**src/rtl/console_pkg.sv**
```systemverilog
// Register map constants and responder state type shared by the console
// responder and its bench.
package console_pkg;

  localparam int unsigned CON_DATA   = 32'd0;
  localparam int unsigned CON_STATUS = 32'd1;
  localparam int unsigned CON_CTRL   = 32'd2;

  localparam int unsigned ST_TX_FULL    = 32'd0;
  localparam int unsigned ST_TX_EMPTY   = 32'd1;
  localparam int unsigned ST_RX_FULL    = 32'd2;
  localparam int unsigned ST_RX_EMPTY   = 32'd3;
  localparam int unsigned ST_TX_OVF     = 32'd4;
  localparam int unsigned ST_RX_OVF     = 32'd5;
  localparam int unsigned ST_TX_CNT_LSB = 32'd8;
  localparam int unsigned ST_RX_CNT_LSB = 32'd16;

  localparam int unsigned CTRL_RX_IRQ_EN       = 32'd0;
  localparam int unsigned CTRL_TX_EMPTY_IRQ_EN = 32'd1;

  typedef enum logic {
    S_IDLE = 1'b0,
    S_RESP = 1'b1
  } wb_state_e;

endpackage

```
**src/rtl/sync_fifo.sv**
```systemverilog
// Synchronous FIFO with wrap-bit pointers; head word is read combinationally.
module sync_fifo #(
  parameter int WIDTH = 8,
  parameter int DEPTH = 16
) (
  input  logic                   clk,
  input  logic                   rst,
  input  logic                   push,
  input  logic                   pop,
  input  logic [WIDTH-1:0]       din,
  output logic [WIDTH-1:0]       dout,
  output logic                   full,
  output logic                   empty,
  output logic [$clog2(DEPTH):0] count
);

  localparam int AW = $clog2(DEPTH);

  logic [WIDTH-1:0] mem_q [DEPTH];
  logic [AW:0]      wptr_q;
  logic [AW:0]      rptr_q;
  logic             do_push_s;
  logic             do_pop_s;

  // Full when the pointers differ only in the wrap bit.
  assign empty     = (wptr_q == rptr_q);
  assign full      = (wptr_q[AW] != rptr_q[AW]) && (wptr_q[AW-1:0] == rptr_q[AW-1:0]);
  assign count     = wptr_q - rptr_q;
  assign dout      = mem_q[rptr_q[AW-1:0]];
  assign do_push_s = push && !full;
  assign do_pop_s  = pop && !empty;

  always_ff @(posedge clk) begin
    if (do_push_s) begin
      mem_q[wptr_q[AW-1:0]] <= din;
    end
  end

  always_ff @(posedge clk) begin
    if (rst) begin
      wptr_q <= '0;
      rptr_q <= '0;
    end else begin
      if (do_push_s) begin
        wptr_q <= wptr_q + 1'b1;
      end
      if (do_pop_s) begin
        rptr_q <= rptr_q + 1'b1;
      end
    end
  end

endmodule

```
**src/rtl/wb_console.sv**
```systemverilog
// Wishbone byte console: TX/RX byte FIFOs behind a three-register map with a
// non-pipelined two-state responder and a level interrupt.
module wb_console
  import console_pkg::*;
#(
  parameter int ADDR_WIDTH = 16,
  parameter int DEPTH      = 16
) (
  input  logic         clk,
  input  logic         rst,
  input  logic [31:0]  adr_i,
  input  logic [127:0] dat_i,
  output logic [127:0] dat_o,
  input  logic         we_i,
  input  logic [15:0]  sel_i,
  input  logic         stb_i,
  input  logic         cyc_i,
  output logic         ack_o,
  output logic         err_o,
  output logic [7:0]   tx_data,
  output logic         tx_valid,
  input  logic         tx_ready,
  input  logic [7:0]   rx_data,
  input  logic         rx_valid,
  output logic         rx_ready,
  output logic         irq
);

  localparam int CW = $clog2(DEPTH) + 1;

  wb_state_e      state_q, state_d;
  logic           ack_q, ack_d;
  logic           err_q, err_d;
  logic [127:0]   dat_q, dat_d;
  logic [1:0]     ctrl_q, ctrl_d;
  logic           tx_ovf_q, tx_ovf_d;
  logic           rx_ovf_q, rx_ovf_d;
  logic           irq_q, irq_d;

  logic [31:0]    widx_s;
  logic [127:0]   status_s;
  logic           tx_push_s, tx_pop_s, rx_pop_s;
  logic           clr_tx_ovf_s, clr_rx_ovf_s;
  logic           tx_full_s, tx_empty_s, rx_full_s, rx_empty_s;
  logic [7:0]     tx_head_s, rx_head_s;
  logic [CW-1:0]  tx_count_s, rx_count_s;
  logic           unused_s;

  assign unused_s = ^{adr_i[31:ADDR_WIDTH], adr_i[3:0], dat_i[127:8], sel_i[15:1]};

  assign tx_pop_s = tx_ready && !tx_empty_s;

  sync_fifo #(.WIDTH(8), .DEPTH(DEPTH)) u_tx_fifo (
    .clk   (clk),
    .rst   (rst),
    .push  (tx_push_s),
    .pop   (tx_pop_s),
    .din   (dat_i[7:0]),
    .dout  (tx_head_s),
    .full  (tx_full_s),
    .empty (tx_empty_s),
    .count (tx_count_s)
  );

  sync_fifo #(.WIDTH(8), .DEPTH(DEPTH)) u_rx_fifo (
    .clk   (clk),
    .rst   (rst),
    .push  (rx_valid),
    .pop   (rx_pop_s),
    .din   (rx_data),
    .dout  (rx_head_s),
    .full  (rx_full_s),
    .empty (rx_empty_s),
    .count (rx_count_s)
  );

  // Status word is built from pre-edge state so a read sees state before its own side effects.
  always_comb begin
    status_s                            = '0;
    status_s[ST_TX_FULL]                = tx_full_s;
    status_s[ST_TX_EMPTY]               = tx_empty_s;
    status_s[ST_RX_FULL]                = rx_full_s;
    status_s[ST_RX_EMPTY]               = rx_empty_s;
    status_s[ST_TX_OVF]                 = tx_ovf_q;
    status_s[ST_RX_OVF]                 = rx_ovf_q;
    status_s[ST_TX_CNT_LSB +: 8]        = 8'(tx_count_s);
    status_s[ST_RX_CNT_LSB +: 8]        = 8'(rx_count_s);
    widx_s                              = '0;
    widx_s[ADDR_WIDTH-5:0]              = adr_i[ADDR_WIDTH-1:4];
  end

  always_comb begin
    state_d      = state_q;
    ack_d        = 1'b0;
    err_d        = 1'b0;
    dat_d        = '0;
    ctrl_d       = ctrl_q;
    tx_push_s    = 1'b0;
    rx_pop_s     = 1'b0;
    clr_tx_ovf_s = 1'b0;
    clr_rx_ovf_s = 1'b0;
    case (state_q)
      S_IDLE: begin
        if (stb_i && cyc_i) begin
          state_d = S_RESP;
          case (widx_s)
            CON_DATA: begin
              ack_d = 1'b1;
              if (we_i) begin
                tx_push_s = sel_i[0];
              end else begin
                rx_pop_s = !rx_empty_s;
                dat_d    = rx_empty_s ? 128'd0 : {119'd0, 1'b1, rx_head_s};
              end
            end
            CON_STATUS: begin
              ack_d = 1'b1;
              if (we_i) begin
                clr_tx_ovf_s = sel_i[0] && dat_i[ST_TX_OVF];
                clr_rx_ovf_s = sel_i[0] && dat_i[ST_RX_OVF];
              end else begin
                dat_d = status_s;
              end
            end
            CON_CTRL: begin
              ack_d = 1'b1;
              if (we_i) begin
                ctrl_d = sel_i[0] ? dat_i[1:0] : ctrl_q;
              end else begin
                dat_d = {126'd0, ctrl_q};
              end
            end
            default: begin
              err_d = 1'b1;
            end
          endcase
        end else begin
          state_d = S_IDLE;
        end
      end
      S_RESP: begin
        state_d = S_IDLE;
      end
      default: begin
        state_d = S_IDLE;
      end
    endcase
  end

  // Sticky overflow: a set on the same edge as a clear wins.
  always_comb begin
    tx_ovf_d = (tx_ovf_q && !clr_tx_ovf_s) || (tx_push_s && tx_full_s);
    rx_ovf_d = (rx_ovf_q && !clr_rx_ovf_s) || (rx_valid && rx_full_s);
    irq_d    = (ctrl_q[CTRL_RX_IRQ_EN] && !rx_empty_s) ||
               (ctrl_q[CTRL_TX_EMPTY_IRQ_EN] && tx_empty_s);
  end

  always_ff @(posedge clk) begin
    if (rst) begin
      state_q  <= S_IDLE;
      ack_q    <= 1'b0;
      err_q    <= 1'b0;
      dat_q    <= '0;
      ctrl_q   <= 2'b00;
      tx_ovf_q <= 1'b0;
      rx_ovf_q <= 1'b0;
      irq_q    <= 1'b0;
    end else begin
      state_q  <= state_d;
      ack_q    <= ack_d;
      err_q    <= err_d;
      dat_q    <= dat_d;
      ctrl_q   <= ctrl_d;
      tx_ovf_q <= tx_ovf_d;
      rx_ovf_q <= rx_ovf_d;
      irq_q    <= irq_d;
    end
  end

  assign ack_o    = ack_q;
  assign err_o    = err_q;
  assign dat_o    = dat_q;
  assign irq      = irq_q;
  assign tx_data  = tx_head_s;
  assign tx_valid = !tx_empty_s;
  assign rx_ready = !rx_full_s;

endmodule

```
**config.mk**
```make
export PLATFORM = sky130hd
export DESIGN_NAME = wb_console
export DESIGN_NICKNAME = d
export VERILOG_FILES = /design/src/rtl/console_pkg.sv /design/src/rtl/sync_fifo.sv /design/src/rtl/wb_console.sv
export SDC_FILE = /design/constraint.sdc
export NUM_CORES = 1
export LEC_CHECK = 0
export BUFFER_PORTS_ARGS = -buffer_cell sky130_fd_sc_hd__buf_2
export CORE_ASPECT_RATIO = 0.75
export CORE_MARGIN = 4
export CORE_UTILIZATION = 35
export CTS_CLUSTER_SIZE = 10
export DETAILED_ROUTE_END_ITERATION = 12
export PLACE_DENSITY_LB_ADDON = 0.25
export SLEW_MARGIN = 25
export SYNTH_ARGS = -nofsm -noshare
export SYNTH_HDL_FRONTEND = slang
export SYNTH_SLANG_ARGS = --single-unit
```
**constraint.sdc**
```tcl
create_clock -name clk -period 7.4 [get_ports clk]
set_input_delay 1.48 -clock clk [delete_from_list [all_inputs] [get_ports clk]]
set_output_delay 1.48 -clock clk [all_outputs]
set_load 0.1 [all_outputs]
```
---- Word level (Yosys, flattened, before mapping) ----
Memory sizes are Yosys's and may differ from the RTL's. A register that Yosys moved wholly into a read port is not among the register bits.
Index checks and enable logic that the tools add are counted.
storage, ports and cells
  bits in registers ....................... 156
  bits in writable memories ............... 256
  bits of input ports ..................... 191
  output and inout port bits .............. 141
  logic and storage cells ................. 92
  memories ................................ 2
memories
  name             words  bits a word  rd ports  clocked after Yosys merged registers in  wr ports  RTL line         RTL
  u_rx_fifo.mem_q  16     8            1         1                                        1         sync_fifo.sv:19  logic [WIDTH-1:0] mem_q [DEPTH];
  u_tx_fifo.mem_q  16     8            1         1                                        1         sync_fifo.sv:19
cells by class
  add/sub/neg operators ................... 6
  equality and inequality tests ........... 8
  mux-type cells .......................... 33
  bitwise operators ....................... 2
  reduce and logical (&&, ||, !) cells .... 29
operators by type and width
  operator                                               number
  case mux 21 bit (3 select lines)                       1
  logical NOT 32 bit                                     1
  two-way mux 1 bit                                      23
  two-way mux 21 bit                                     1
  adder 5 x 1 -> 5 bit (second input constant)           4
  two-way mux 9 bit                                      2
  logical AND 1 bit                                      16
  two-way mux 4 bit                                      4
  equality test 12 x 1 -> 1 bit (second input constant)  1
  equality test 12 x 2 -> 1 bit (second input constant)  1
  equality test 5 bit                                    2
  subtractor 5 bit                                       2
  equality test 4 bit                                    2
  logical NOT 1 bit                                      6
  OR reduction 3 bit                                     2
  AND reduction 5 bit                                    1
  logical OR 1 bit                                       3
  two-way mux 2 bit                                      1
  != test 1 bit                                          2
  inverter 1 bit                                         2
  case mux 1 bit (2 select lines)                        1

---- Logic depth before layout (Yosys ltp) ----
Gate-level depths: netlist of run 1.
  word-level depth ........................ 9
  depth in mapped cells ................... 8
  depth with buffers taken out ............ 8

---- Cells and area by module ----
A second synthesis of run 1 with hierarchy kept.
unflattened totals
  cells, all modules ...................... 818
  area, all modules ....................... 13153.9 um2
by module, submodules not included
  module      times used  cells each  area each (um2)  seq. area each (um2)
  sync_fifo   2           304         5659.2           4124.0
  wb_console  1           210         1835.5           520.5

---- Worst setup path after synthesis of run 1 ----
Ideal clock, no wire load.
  path type ............................... register -> output
  from .................................... register (tool-made name)
  to ...................................... output port tx_data[0]
  arrival ................................. 2.080 ns
  required time ........................... 5.920 ns
  slack ................................... 3.840 ns
  cell stages (with the launch flop) ...... 5
  path buffers ............................ 2
  cells stage by stage .................... dfxtp_1 clkbuf_1 buf_2 mux4_2 mux4_2
RTL lines
  item           RTL line          RTL
  end, declared  wb_console.sv:20  output logic [7:0] tx_data,

==> reports/results.tsv, run 1 <==
stage	metric	value	unit
final_layout	fraction of layout cells with a size suffix above 1	0.2416	
yosys	Synth Instances	818	
final_layout	synth-to-layout area growth	11.97	%
final_layout	Layout Nets	1116	
sta	RSZ-0062 raised after global routing	false	
yosys	Post-synth EDFFs	256	
detailed_routing	via count	6892	
global_routing	met1 GRT Util	0.2150	
clock_tree	CTS Hold Buffers Added	0	
pwr	Static Leak	0.004948	uW
place	PortBufs	66	
clock_tree	# resized after CTS	0	
global_routing	largest net degree at the start of global routing	37	
floorplanning	DIE HEIGHT	176.5	um
job	Max-Cap Viols	0	
sta	# setup viols final	0	
global_routing	first-pass GRT wire length	42920	um
global_routing	grt met2 use	0.2077	
outcome	status	finished clean	
pwr	pwr dens	257.1	nW/um^2
yosys	synth unique cells	56	
detailed_routing	Antenna Nets Post-Route	0	
detailed_routing	WL per Instance	20.54	um
sta	fin. max-slew vios	0	
worst_setup_path	worst path arrival time	2.80	ns
pwr	Peak VDD IR	0.1510	mV
clock_tree	TritonCTS buffer count	37	
sta	Tmin final	4.280	ns
global_routing	GR Util All Layers	0.1405	
detailed_routing	drt drc	0	
final_layout	n_diodes	0	
worst_setup_path	CP Max Fanout	32	
floorplanning	width of the die	232.6	um
yosys	syn avg cell area	16.19	um^2
sta	clk_skew	0.01767	ns
detailed_routing	Detailed Routing Iterations Pass 1	5	
clock_tree	clk sinks	310	
clock_tree	H-tree Lvls	2	
detailed_routing	First DRT Iteration DRCs	633	
yosys	Yosys warnings	0	
detailed_routing	mean number of vias per cell	4.816	
yosys	Yosys reg bits	310	
final_layout	storage element area	8770	um^2
sta	Worst-Margin Slew	1.088	ns
global_routing	initial antenna violation count	0	
sta	Fin Setup TNS	0	ns
floorplanning	core area	37170	um^2
yosys	Post-Syn Area	13240	um^2
clock_tree	clk_lat worst skew	0.52	ns
detailed_routing	wirelength, routed	29390	um
place	Placed Area	13790	um^2
clock_tree	Clock Pin Slew Worst Setup and Hold Paths	0.05	ns
sta	hold slack	0.4977	ns
place	dpl ws	3.252	ns
yosys	sequential-to-total area share from yosys stat	0.6621	
sta	Slew headroom	0.2720	
floorplanning	Starting Density	0.3563	
final_layout	post-route cell area	14830	um^2
clock_tree	TritonCTS clock tree	done	
floorplanning	I/O pin count	332	
pwr	Overall Power	3813	uW
sta	final hold violation count	0	
global_routing	met3 Use GR	0.02806	
global_routing	grt total ovfl	0	
clock_tree	setup bufs post-CTS	0	
clock_tree	Root Buffer	clkbuf_16	
yosys	Post-synth ARST share	0	
sta	Period Utilization, post-route	0.5783	
sta	setup ws final	3.120	ns
worst_setup_path	WS Path Type	reg -> out	
place	Placer Congestion	0.7858	
floorplanning	row count	61	
yosys	ys flop type	edfxtp_1	
final_layout	Layout fillers	3363	
worst_setup_path	Req. time, crit path	5.92	ns
final_layout	multi-input logic area	3866	um^2
clock_tree	clock tree buffer depth	3	
place	Detail Placement HPWL	19370	um
global_routing	vias in the first global route	6612	
worst_setup_path	CP startpoint kind	register	
worst_hold_path	type of the tightest min-delay check	reg -> reg	
worst_setup_path	crit end category	primary output	
floorplanning	Die Area	41050	um^2
global_routing	GR peak layer	met1	
sta	fmax	233.7	MHz
cell type report:
type | count | area share
clock buffer | 57 | 0.06750
clock inverter | 4 | 0.001941
inverter | 20 | 0.005062
multi-input combinational | 453 | 0.2607
sequential | 310 | 0.5914
tap | 504 | 0.04252
timing repair buffer | 83 | 0.03088
power breakdown:
part / leakage [uW] / switching, uW / internal [uW]
sequential: 0.00274 / 4.13 / 1900
combinational: 0.00171 / 300 / 26.2
clock: 0.000497 / 658 / 926
total: 0.00495 / 962 / 2850
path summary, 6_finish.rpt:
check                            from                    end  slack [ns]  depth (start not counted)
setup / recovery             register             tx_data[4]        3.12                          4
hold / removal              ctrl_q[0]              ctrl_q[0]        0.50                          2
setup reg to reg  u_tx_fifo.wptr_q[2]  u_tx_fifo.mem_q[4][5]        4.34                          5
hold reg to reg             ctrl_q[0]              ctrl_q[0]        0.50                          2
routing by layer:
layer  wire [um]  vias to the layer above
met1       13710                     3472
met5           0                        -
met2       12980                      276
li1            -                     3110
met3        2257                       34
met4         439                        0
synthesized netlist by cell type, types with 3 or more instances:
cell type	instances	share of area
o21ai_0	10	0.0038
o31ai_1	3	0.0017
o211ai_1	3	0.0017
nand2_1	19	0.0054
nand3_1	10	0.0038
mux4_2	65	0.11
and3_1	4	0.0019
clkbuf_1	19	0.0054
nor2b_1	11	0.0052
nand4_1	13	0.0061
buf_2	10	0.0038
buf_1	3	0.00085
inv_1	20	0.0057
xor2_1	5	0.0033
or4_1	5	0.0028
nor4_1	4	0.0019
mux4_1	5	0.0099
mux2_2	14	0.012
nor2_1	50	0.014
xnor2_1	7	0.0046
edfxtp_1	256	0.58
mux2i_1	6	0.0045
and2_1	4	0.0019
and4_1	3	0.0020
nor3_1	14	0.0053
a21boi_0	4	0.0023
o22ai_1	6	0.0028
a31oi_1	3	0.0014
nand2b_1	8	0.0038
nor3b_1	3	0.0017
buf_4	110	0.062
a21oi_1	18	0.0068
dfxtp_1	54	0.082
ha_1	18	0.017
critical path, cell delays in order (launching register included):
cell	delay, ns
dfxtp_2	0.31
buf_4	0.51
mux4_2	0.59
mux4_2	0.52
buf_2	0.32
kinds of logic (layout without fill, tap and decap cells):
logic type | count (synthesis) | count (layout) | share of synthesized area
other | 1 | 110 | 0.0002831
xor gates and xnor gates | 12 | 12 | 0.007936
DFF | 310 | 310 | 0.6621
and+or+nand+nor | 157 | 157 | 0.06198
muxes | 90 | 90 | 0.1369
adders and majority gates | 20 | 20 | 0.02003
buffers and inverters | 164 | 164 | 0.07974
AOI/OAI and AO/OA | 64 | 64 | 0.03108
cell usage in the layout, fill, tap and decap left out, types with 6 or more instances in the layout:
| master | synthesis | routed |
|---|---|---|
| nor2_1 | 50 | 35 |
| nand4_1 | 13 | 13 |
| o22ai_1 | 6 | 6 |
| edfxtp_1 | 256 | 256 |
| nand3_1 | 10 | 10 |
| clkbuf_16 | 0 | 37 |
| a21oi_1 | 18 | 18 |
| nand2b_1 | 8 | 8 |
| inv_1 | 20 | 20 |
| nand2_1 | 19 | 19 |
| mux4_2 | 65 | 65 |
| xnor2_1 | 7 | 7 |
| buf_4 | 110 | 17 |
| dfxtp_1 | 54 | 53 |
| o21ai_0 | 10 | 10 |
| nor2_2 | 0 | 15 |
| mux2i_1 | 6 | 6 |
| nor3_1 | 14 | 14 |
| clkbuf_1 | 19 | 20 |
| ha_1 | 18 | 18 |
| nor2b_1 | 11 | 11 |
| conb_1 | 1 | 110 |
| mux2_2 | 14 | 14 |
| buf_2 | 10 | 66 |
sequential cells by signal, indices dropped and copies added (netlist names), named ones only:
register / cells
state_q: 1
u_rx_fifo.rptr_q: 5
u_rx_fifo.mem_q: 128
u_rx_fifo.wptr_q: 5
u_tx_fifo.mem_q: 128
rx_ovf_q: 1
u_tx_fifo.wptr_q: 5
irq: 1
ctrl_q: 2
err_o: 1
tx_ovf_q: 1
dat_o: 18
ack_o: 1
u_tx_fifo.rptr_q: 5
per-stage QoR:
stage	instances	util
2_1_floorplan	927	-
3_3_place_gp	1370	0.3702
3_5_place_dp	1370	0.3709
4_1_cts	1431	0.3986
5_1_grt	1431	0.3990
6_report	1431	0.3990
(Power assumes the default switching activity.)
==> inputs of run 2 (changes only) <==
clock period = 4.2 ns   (was 7.4 ns; I/O delays follow)
==> run 2 against run 1 <==
Count of clock-buffer cells in the layout down 2. Hold slack improved by 0.0068 ns. Largest power group unchanged. Setup slack got worse by 2.3 ns. Critical path depth did not move. Critical endpoint is now tx_data[1]. Combinational power up 76%. Routed wire length grew 1.8%. Die area unchanged.
==> reports/results.tsv, run 2 (synthesis results as in run 1) <==
stage	metric	value	unit
clock_tree	CTS Hold Buffers Added	0	
sta	# setup viols final	0	
detailed_routing	via count	6985	
floorplanning	core area	37170	um^2
global_routing	vias in the first global route	6749	
place	Detail Placement HPWL	19940	um
sta	Tmin final	3.382	ns
worst_hold_path	type of the tightest min-delay check	reg -> reg	
clock_tree	clock tree buffer depth	3	
global_routing	initial antenna violation count	1	
detailed_routing	mean number of vias per cell	4.814	
floorplanning	DIE HEIGHT	176.5	um
clock_tree	TritonCTS buffer count	37	
floorplanning	row count	61	
final_layout	commonest non-fill, non-tap cell in the layout	edfxtp_1	
place	PortBufs	66	
detailed_routing	Detailed Routing Iterations Pass 1	5	
sta	Worst-Margin Slew	0.9885	ns
final_layout	final core utilization	0.4034	
clock_tree	clk_lat worst skew	0.52	ns
pwr	Static Leak	0.005089	uW
final_layout	synth-to-layout area growth	13.23	%
outcome	status	finished clean	
worst_setup_path	worst path arrival time	2.54	ns
worst_setup_path	largest stage delay on the critical path	0.59	ns
final_layout	most frequent cells in the layout	256 x edfxtp_1, 110 x conb_1, 66 x buf_2	
final_layout	Final Non-Filler Cells	1451	
floorplanning	width of the die	232.6	um
place	Placer Congestion	0.8027	
place	Inst Count DP	1392	
sta	final hold violation count	0	
clock_tree	clk sinks	310	
detailed_routing	WL per Instance	20.61	um
pwr	pwr dens	450.5	nW/um^2
clock_tree	Clock Pin Slew Worst Setup and Hold Paths	0.05	ns
final_layout	Layout Nets	1138	
sta	RSZ-0062 raised after global routing	false	
sta	fin. max-slew vios	0	
worst_setup_path	WS Path Type	reg -> out	
pwr	Peak VDD IR	0.2397	mV
clock_tree	H-tree Lvls	2	
global_routing	largest net degree at the start of global routing	37	
detailed_routing	Antenna Nets Post-Route	0	
floorplanning	I/O pin count	332	
worst_setup_path	CP Max Fanout	32	
detailed_routing	drt drc	0	
sta	Period Utilization, post-route	0.8052	
global_routing	GR Util All Layers	0.1445	
worst_setup_path	most frequent CP cell	mux4_2	
clock_tree	TritonCTS clock tree	done	
job	Max-Cap Viols	0	
worst_setup_path	CP startpoint kind	register	
detailed_routing	wirelength, routed	29910	um
sta	Slew headroom	0.3366	
clock_tree	# resized after CTS	0	
global_routing	grt total ovfl	0	
final_layout	fraction of layout cells with a size suffix above 1	0.2474	
worst_setup_path	crit end category	primary output	
worst_setup_path	Req. time, crit path	3.36	ns
clock_tree	Root Buffer	clkbuf_16	
clock_tree	setup bufs post-CTS	0	
floorplanning	Die Area	41050	um^2
worst_setup_path	slowest CP cell	mux4_2	
sta	fmax	295.7	MHz
global_routing	first-pass GRT wire length	44040	um
floorplanning	Starting Density	0.3563	
sta	clk_skew	0.02320	ns
sta	Fin Setup TNS	0	ns
worst_setup_path	CP Cell Sequence	buf_12, mux4_2, mux4_2, buf_2	
detailed_routing	First DRT Iteration DRCs	564	
run 2: metal layers:
layer | wire length (um) | track usage
met4 | 744 | 0.04355
met3 | 1737 | 0.02677
met1 | 14420 | 0.2231
met5 | 0 | 0
met2 | 13010 | 0.2073
run 2: area by class of cell:
| class | count | area [um^2] |
|---|---|---|
| clock buffer | 55 | 1025 |
| fill | 3423 | 22170 |
| inverter | 20 | 75.07 |
| sequential | 310 | 8771 |
| tap | 504 | 630.6 |
| multi-input combinational | 453 | 3834 |
| clock inverter | 3 | 22.52 |
| timing repair buffer | 105 | 635.6 |
| antenna | 1 | 2.502 |
run 2: worst paths after layout:
| check | from | end | slack (ns) | depth (start not counted) |
|---|---|---|---|---|
| worst max-delay path | register | tx_data[1] | 0.82 | 4 |
| worst min-delay path | ctrl_q[1] | ctrl_q[1] | 0.50 | 2 |
| worst max register to register | register | dat_o[0] | 1.24 | 4 |
| worst min register to register | ctrl_q[1] | ctrl_q[1] | 0.50 | 2 |
run 2: where the power goes:
group / total [uW] / internal (uW) / switching, uW
clock: 2830 / 1670 / 1150
sequential: 3350 / 3340 / 7.23
combinational: 576 / 45.6 / 530
run 2: critical path: cells and delay by family (launching register included):
kind     cells  cell delay, ns
flops        1            0.34
mux          2            1.09
buf+inv      2            0.57
run 2: metrics by stage:
stage	area (um^2)	power, uW	hold slack [ns]	worst slack, ns
finish	15000	6755	0.5044	0.8181
CTS	14990	6842	0.4998	0.7648
global route	15000	7008	0.5285	0.7015
floorplan	13650	3984	0.4356	1.280
global placement	13940	3984	0.4908	0.8181
detailed placement	13950	3987	0.4910	0.8273
==> inputs of run 3 (changes only) <==
clock period = 3.5 ns   (was 4.2 ns; I/O delays follow)
==> run 3 against run 2 <==
Via count grew 0.50%. Global-route usage shrank 0.30 points. Core utilization grew 0.23 points. Count of clock-buffer cells in the layout shrank 2. Sequential share of layout area shrank 0.33 points. Critical endpoint is now tx_data[0]. Largest cell class unchanged. Largest power group unchanged.
==> reports/results.tsv, run 3 (synthesis results as in run 1) <==
stage	metric	value	unit
outcome	status	finished clean	
worst_setup_path	CP Max Fanout	32	
floorplanning	DIE HEIGHT	176.5	um
floorplanning	row count	61	
sta	fin. max-slew vios	0	
clock_tree	H-tree Lvls	2	
worst_hold_path	Hold Crit Start	rst	
worst_setup_path	reg-to-reg slack, setup	0.78	ns
sta	Slew headroom	0.3985	
clock_tree	Clock Pin Slew Worst Setup and Hold Paths	0.06	ns
pwr	Overall Power	8110	uW
clock_tree	setup bufs post-CTS	0	
clock_tree	clk_lat worst skew	0.53	ns
final_layout	final core utilization	0.4057	
pwr	pwr dens	537.8	nW/um^2
job	Max-Cap Viols	0	
sta	Worst-Margin Slew	0.9010	ns
global_routing	first-pass GRT wire length	43520	um
detailed_routing	drt drc	0	
detailed_routing	mean number of vias per cell	4.805	
place	Detail Placement HPWL	20120	um
sta	setup ws final	0.2671	ns
final_layout	synth-to-layout area growth	13.86	%
final_layout	n_diodes	0	
final_layout	fraction of layout cells with a size suffix above 1	0.2539	
global_routing	grt total ovfl	0	
global_routing	initial antenna violation count	0	
worst_setup_path	Req. time, crit path	2.80	ns
floorplanning	I/O pin count	332	
worst_setup_path	worst path arrival time	2.53	ns
final_layout	most frequent cells in the layout	256 x edfxtp_1, 110 x conb_1, 66 x buf_2	
detailed_routing	Antenna Nets Post-Route	0	
detailed_routing	wirelength, routed	29540	um
clock_tree	# resized after CTS	0	
place	PortBufs	66	
clock_tree	TritonCTS buffer count	37	
sta	fmax	309.3	MHz
final_layout	commonest non-fill, non-tap cell in the layout	edfxtp_1	
place	Inst Count DP	1403	
worst_setup_path	CP startpoint kind	register	
pwr	Peak VDD IR	0.2904	mV
place	Placer Congestion	0.7690	
sta	Tmin final	3.233	ns
clock_tree	Root Buffer	clkbuf_16	
clock_tree	CTS Hold Buffers Added	0	
final_layout	Final Non-Filler Cells	1461	
sta	Fin Setup TNS	0	ns
floorplanning	core area	37170	um^2
detailed_routing	WL per Instance	20.22	um
global_routing	GR Util All Layers	0.1415	
detailed_routing	via count	7020	
floorplanning	Die Area	41050	um^2
sta	Period Utilization, post-route	0.9237	
clock_tree	TritonCTS clock tree	done	
final_layout	Layout fillers	3378	
global_routing	vias in the first global route	6801	
floorplanning	width of the die	232.6	um
sta	clk_skew	0.02558	ns
place	dpl ws	0.4735	ns
sta	RSZ-0062 raised after global routing	false	
sta	# setup viols final	0	
clock_tree	clk sinks	310	
worst_setup_path	WS Path Type	reg -> out	
detailed_routing	First DRT Iteration DRCs	415	
global_routing	largest net degree at the start of global routing	33	
sta	final hold violation count	0	
pwr	Static Leak	0.005142	uW
worst_hold_path	type of the tightest min-delay check	in -> reg	
clock_tree	clock tree buffer depth	3	
worst_setup_path	crit end category	primary output	
floorplanning	Starting Density	0.3563	
final_layout	Layout Nets	1149	
detailed_routing	Detailed Routing Iterations Pass 1	5	
-- run 3: routing by layer --
metal  part of all wire  track usage  vias up
li1                   -            -     3166
met1               0.48       0.2174     3555
met2               0.43       0.2056      255
met3              0.067      0.02694       44
met4              0.021      0.03833        0
met5                  0            0        -
-- run 3: layout make-up --
class	count	area, um^2	area share
multi-input cells	453	3829	0.2539
repair buffers	116	718.2	0.04763
clock inverters	5	48.80	0.003236
well taps	504	630.6	0.04182
inverters	20	75.07	0.004978
clock buffers	53	1007	0.06679
flip-flops and latches	310	8771	0.5816
-- run 3: path summary, 6_finish.rpt --
kind	end	depth (start not counted)
max	tx_data[0]	4
min	register	2
max reg2reg	dat_o[0]	4
min reg2reg	ctrl_q[1]	2
-- run 3: metrics by stage --
stage | hold slack (ns) | cell area [um^2]
final | 0.4814 | 15080
after global routing | 0.4769 | 15080
after CTS | 0.4503 | 15080
after detailed placement | 0.5017 | 14020
after global placement | 0.4859 | 14020
after floorplan | 0.4356 | 13650
-- run 3: critical path, cell delays in order (launching register included) --
cell and delay, ns:
dfxtp_2 0.34, buf_12 0.25, mux4_2 0.55, mux4_2 0.50, buf_2 0.32
-- run 3: where the power goes --
group | switching, uW | internal [uW] | leakage, uW | total (uW)
Sequential | 9.05 | 4010 | 0.00274 | 4020
Clock | 1400 | 1990 | 0.000510 | 3390
Combinational | 637 | 57.7 | 0.00189 | 695
